## src/rtl/brc_pkg.sv

```systemverilog
// Shared branch-compare types and decode helpers for the RV32I branch resolver.
package brc_pkg;

    typedef enum logic [2:0] {
        BEQ  = 3'b000,
        BNE  = 3'b001,
        BLT  = 3'b100,
        BGE  = 3'b101,
        BLTU = 3'b110,
        BGEU = 3'b111
    } br_funct3_e;

    function automatic logic is_unsigned(input logic [2:0] funct3);
        return funct3[1];
    endfunction

    // 010 and 011 are the only funct3 codes with no branch meaning.
    function automatic logic is_illegal(input logic [2:0] funct3);
        return funct3[2:1] == 2'b01;
    endfunction

    function automatic logic br_taken(input logic [2:0] funct3, input logic less,
                                      input logic equal);
        logic taken;
        case (br_funct3_e'(funct3))
            BEQ:        taken = equal;
            BNE:        taken = !equal;
            BLT, BLTU:  taken = less;
            BGE, BGEU:  taken = !less;
            default:    taken = 1'b0;
        endcase
        return taken;
    endfunction

endpackage

```

## src/rtl/brc_pipe_stage.sv

```systemverilog
// Generic valid/ready register slice; full throughput via combinational ready.
module brc_pipe_stage #(
    parameter int W = 8
) (
    input  logic         i_clk,
    input  logic         i_reset,
    input  logic         i_flush,
    input  logic         i_valid,
    output logic         o_ready,
    input  logic [W-1:0] i_data,
    output logic         o_valid,
    input  logic         i_ready,
    output logic [W-1:0] o_data
);

    logic         valid_q, valid_d;
    logic [W-1:0] data_q, data_d;

    always_comb begin
        o_ready = !valid_q || i_ready;
        valid_d = valid_q;
        data_d  = data_q;
        if (o_ready) begin
            valid_d = i_valid;
            if (i_valid) data_d = i_data;
        end
        // Flush only kills the valid bit; the payload is left as-is.
        if (i_flush) valid_d = 1'b0;
    end

    always_ff @(posedge i_clk) begin
        if (i_reset) begin
            valid_q <= 1'b0;
            data_q  <= '0;
        end else begin
            valid_q <= valid_d;
            data_q  <= data_d;
        end
    end

    assign o_valid = valid_q;
    assign o_data  = data_q;

endmodule

```

## src/rtl/brc_pipe.sv

```systemverilog
// Pipelined branch comparator/resolver; LAT=1 full compare, LAT=2 split half-word compare.
module brc_pipe
    import brc_pkg::*;
#(
    parameter int WIDTH = 32,
    parameter int LAT   = 1,
    parameter int TAG_W = 8
) (
    input  logic             i_clk,
    input  logic             i_reset,
    input  logic             i_valid,
    output logic             o_ready,
    input  logic [WIDTH-1:0] i_rs1_data,
    input  logic [WIDTH-1:0] i_rs2_data,
    input  logic [2:0]       i_funct3,
    input  logic             i_pred_taken,
    input  logic [TAG_W-1:0] i_tag,
    input  logic             i_flush,
    output logic             o_valid,
    input  logic             i_ready,
    output logic             o_br_less,
    output logic             o_br_equal,
    output logic             o_taken,
    output logic             o_mispredict,
    output logic             o_illegal,
    output logic [TAG_W-1:0] o_tag
);

    localparam int H     = WIDTH / 2;
    localparam int RES_W = 5 + TAG_W;

    logic [RES_W-1:0] res_q;

    assign {o_br_less, o_br_equal, o_taken, o_mispredict, o_illegal, o_tag} = res_q;

    if (LAT == 1) begin : g_lat1
        logic             less, equal, taken, illegal;
        logic [RES_W-1:0] res_d;

        always_comb begin
            if (is_unsigned(i_funct3)) less = i_rs1_data < i_rs2_data;
            else                       less = $signed(i_rs1_data) < $signed(i_rs2_data);
            equal   = i_rs1_data == i_rs2_data;
            taken   = br_taken(i_funct3, less, equal);
            illegal = is_illegal(i_funct3);
            res_d   = {less, equal, taken, !illegal && (taken != i_pred_taken), illegal, i_tag};
        end

        brc_pipe_stage #(.W(RES_W)) u_s1 (
            .i_clk   (i_clk),
            .i_reset (i_reset),
            .i_flush (i_flush),
            .i_valid (i_valid),
            .o_ready (o_ready),
            .i_data  (res_d),
            .o_valid (o_valid),
            .i_ready (i_ready),
            .o_data  (res_q)
        );
    end else begin : g_lat2
        localparam int MID_W = 4 + 3 + 1 + TAG_W;

        logic             eq_hi, eq_lo, lt_hi, lt_lo;
        logic [MID_W-1:0] mid_d, mid_q;
        logic             mid_valid, mid_ready;
        logic             m_eq_hi, m_eq_lo, m_lt_hi, m_lt_lo, m_pred;
        logic [2:0]       m_funct3;
        logic [TAG_W-1:0] m_tag;
        logic             less, equal, taken, illegal;
        logic [RES_W-1:0] res_d;

        // Only the upper half carries the sign; the lower half is always a magnitude.
        always_comb begin
            eq_hi = i_rs1_data[WIDTH-1:H] == i_rs2_data[WIDTH-1:H];
            eq_lo = i_rs1_data[H-1:0] == i_rs2_data[H-1:0];
            lt_lo = i_rs1_data[H-1:0] < i_rs2_data[H-1:0];
            if (is_unsigned(i_funct3))
                lt_hi = i_rs1_data[WIDTH-1:H] < i_rs2_data[WIDTH-1:H];
            else
                lt_hi = $signed(i_rs1_data[WIDTH-1:H]) < $signed(i_rs2_data[WIDTH-1:H]);
            mid_d = {eq_hi, eq_lo, lt_hi, lt_lo, i_funct3, i_pred_taken, i_tag};
        end

        brc_pipe_stage #(.W(MID_W)) u_s1 (
            .i_clk   (i_clk),
            .i_reset (i_reset),
            .i_flush (i_flush),
            .i_valid (i_valid),
            .o_ready (o_ready),
            .i_data  (mid_d),
            .o_valid (mid_valid),
            .i_ready (mid_ready),
            .o_data  (mid_q)
        );

        always_comb begin
            {m_eq_hi, m_eq_lo, m_lt_hi, m_lt_lo, m_funct3, m_pred, m_tag} = mid_q;
            equal   = m_eq_hi & m_eq_lo;
            less    = m_lt_hi | (m_eq_hi & m_lt_lo);
            taken   = br_taken(m_funct3, less, equal);
            illegal = is_illegal(m_funct3);
            res_d   = {less, equal, taken, !illegal && (taken != m_pred), illegal, m_tag};
        end

        brc_pipe_stage #(.W(RES_W)) u_s2 (
            .i_clk   (i_clk),
            .i_reset (i_reset),
            .i_flush (i_flush),
            .i_valid (mid_valid),
            .o_ready (mid_ready),
            .i_data  (res_d),
            .o_valid (o_valid),
            .i_ready (i_ready),
            .o_data  (res_q)
        );
    end

endmodule

```

## config.mk

```make
export PLATFORM = sky130hd
export DESIGN_NAME = brc_pipe
export DESIGN_NICKNAME = d
export VERILOG_FILES = /design/src/rtl/brc_pkg.sv /design/src/rtl/brc_pipe_stage.sv /design/src/rtl/brc_pipe.sv
export SDC_FILE = /design/constraint.sdc
export NUM_CORES = 1
export LEC_CHECK = 0
export CAP_MARGIN = 20
export CORE_MARGIN = 10
export CORE_UTILIZATION = 25
export CTS_BUF_LIST = sky130_fd_sc_hd__clkbuf_4 sky130_fd_sc_hd__clkbuf_8 sky130_fd_sc_hd__clkbuf_16
export CTS_CLUSTER_DIAMETER = 80
export CTS_CLUSTER_SIZE = 10
export DETAILED_ROUTE_END_ITERATION = 7
export GPL_ROUTABILITY_DRIVEN = 0
export HOLD_SLACK_MARGIN = 0.08
export PLACE_DENSITY = 0.67
export SLEW_MARGIN = 20
export SYNTH_ARGS = -nofsm -noshare
export SYNTH_HDL_FRONTEND = slang
export SYNTH_SLANG_ARGS = --single-unit
```

## constraint.sdc

```tcl
create_clock -name i_clk -period 7.5 [get_ports i_clk]
set_input_delay 1.5 -clock i_clk [delete_from_list [all_inputs] [get_ports i_clk]]
set_output_delay 1.5 -clock i_clk [all_outputs]
set_load 0.01 [all_outputs]
```

==> flow_metrics.env <==
export IMPL_wirelength_um=4584
export IMPL_nets=403
export IMPL_clock_sinks=14
export IMPL_p_per_area_nw_per_um2=104.3
export IMPL_synth_area_top_cells="ha_1 28%, dfxtp_1 19%, inv_1 9.6%"
export IMPL_pin_count=96
export IMPL_hold_viol_final=0
export IMPL_start_util=0.2606
export IMPL_grt_ovfl_total=0
export IMPL_synth_avg_cell_area_um2=7.488
export IMPL_synth_async_reset_ratio=0
export IMPL_criticalPathCategory="input port to primary output"
export IMPL_hold_class="register to register"
export IMPL_die_h_um=96.23
export IMPL_worstPathRequired_ps=6000
export IMPL_root_buffer="clkbuf_8"
export IMPL_place_hpwl_um=4141
export IMPL_synth_area_um2=1453
export IMPL_clk_latency_ps=240
export IMPL_power_mw=0.2628
export IMPL_path_clk_slew_ps=60
export IMPL_nFillCells=552
export IMPL_htree_levels=1
export IMPL_grt_usage=0.09824
export IMPL_ir_worst_vdd_mv=0.05061
export IMPL_grt_pass1_vias=1659
export IMPL_outcome="finished clean"
export IMPL_syn_inst=194
export IMPL_ys_seq_area_frac=0.1929
export IMPL_yosys_area_top_type="ha_1"
export IMPL_synth_cells_most_frequent="37 x inv_1, 32 x ha_1, 30 x nand2_1, 22 x a21oi_1, 14 x dfxtp_1"
export IMPL_rsz0062_at_grt="no"
export IMPL_synth_fp_nets=307
export IMPL_end_kind="primary output"
export IMPL_portBuffers=95
export IMPL_fp_dieArea_um2=9259
export IMPL_syn2layout_area_growth_pct=73.47
export IMPL_yosys_area_top_type_share=0.2756
export IMPL_regToRegSetupSlack_ps=6010
export IMPL_wl_per_cell_um=12.70
export IMPL_ys_ff_latch=14
export IMPL_ctsHoldBuffers=0
export IMPL_tns_ps=0
export IMPL_fmax_ghz=0.2406
export IMPL_post_route_util=0.4521
export IMPL_fp_dieW_um=96.23
export IMPL_max_cap_viol_count=0
export IMPL_period_needed_ps=4156
export IMPL_drt_iter0_drc=60
export IMPL_antenna_left=0
export IMPL_skew_ps=2.754
export IMPL_routed_via_count=1594
export IMPL_post_route_period_util=0.5542
export IMPL_via_per_inst=4.416
export IMPL_synth_edf_count=0
export IMPL_final_cell_area_um2=2520
export IMPL_cts_buffers=3
export IMPL_slew_violations=0
export IMPL_diodes=0
export IMPL_maxSlewHeadroom=0.5564
export IMPL_synthDistinctLibCells=37
export IMPL_drtPass1Iterations=4
export IMPL_drc_errors=0
export IMPL_tightest_slew_ps=664.9
export IMPL_core_area_um2=5574
export IMPL_post_cts_setup_buffers=0
export IMPL_cp_start_kind="input port"
export IMPL_final_layout_size_suffix_gt1_frac=0.03460
export IMPL_synthFlopType="dfxtp_1"
export IMPL_cts_resized=0
export IMPL_critPathMaxFanout=4
export IMPL_synth_most_common_cell="inv_1"
export IMPL_arrival_ps=2660
export IMPL_ys_warnings_count=0
export IMPL_clock_path_buffers=2
export IMPL_grt_pass1_wl_um=7417
export IMPL_place_area_um2=2465
export IMPL_antenna_found_initial=0
export IMPL_rows=27
export IMPL_final_setup_viol_count=0
export IMPL_power_leakage_nw=1.144
export IMPL_grt_max_degree=17
export IMPL_cts_tree="done"
per-layer routing:
layer / vias up / global-route usage / share of wire
met3: 2 / 0.04358 / 0.11
met2: 51 / 0.1771 / 0.51
met4: 0 / 0.01843 / 0.0059
met1: 683 / 0.1037 / 0.38
met5: - / 0 / 0
li1: 858 / - / -
report_power, final:
part | internal [mW] | total, mW | leakage [nW] | switching [mW]
registers | 0.0788 | 0.0809 | 0.115 | 0.00205
logic | 0.0670 | 0.109 | 1.00 | 0.0422
clock network | 0.0465 | 0.0726 | 0.0288 | 0.0262
through the flow:
stage,hold slack [ps],setup slack [ps],instances
final,454.9,3344,361
after global placement,442.5,3285,357
after floorplan,480.5,3973,194
after CTS,457.6,3334,361
after detailed placement,449.4,3295,357
after global routing,480.5,3270,361
path summary, 6_finish.rpt:
check                                           start                    end  cells after the start
worst max-delay path                          i_ready                o_ready                      3
worst min-delay path            g_lat1.u_s1.o_data[1]  g_lat1.u_s1.o_data[1]                      2
worst max register to register    g_lat1.u_s1.o_valid  g_lat1.u_s1.o_data[9]                      4
worst min register to register  g_lat1.u_s1.o_data[1]  g_lat1.u_s1.o_data[1]                      2
logic make-up after synthesis:
logic type               share of synthesized area
adder cells (fa/ha/maj)                     0.2756
AND/OR/NAND/NOR                             0.2128
XOR/XNOR                                   0.01206
AO/OA/AOI/OAI                               0.1912
buffers and inverters                       0.1154
flip-flops                                  0.1929
registers in the layout (all words and copies together) (netlist names):
signal,flops
g_lat1.u_s1.o_valid,1
g_lat1.u_s1.o_data,13
final cells by class:
class | instances | area (um2) | share of cell area
well taps | 72 | 90.09 | 0.03575
repair buffers | 95 | 950.9 | 0.3774
clock buffers | 4 | 55.05 | 0.02185
inverters | 37 | 138.9 | 0.05511
multi-input cells | 139 | 1005 | 0.3987
flip-flops and latches | 14 | 280.3 | 0.1112
worst max-delay path, cell delays in order:
cell,delay [ps]
clkdlybuf4s50_1,440
nand2b_1,150
clkdlybuf4s50_1,560
cells in the final DEF, fill, tap and decap left out, types with 2 or more instances in the layout:
master	instances
nand4_1	4
nor3_1	2
a21oi_2	2
nor4_1	2
nor4b_1	2
nor3b_1	2
ha_1	32
a22oi_1	2
nor2_1	7
o21ai_0	2
clkdlybuf4s50_1	95
nand2b_1	2
clkbuf_8	4
a21oi_1	22
a221o_1	2
a211oi_1	3
dfxtp_1	14
o21ai_1	3
nand2_1	30
inv_1	37
nand3_1	5
Power figures use the tool's default switching activity.
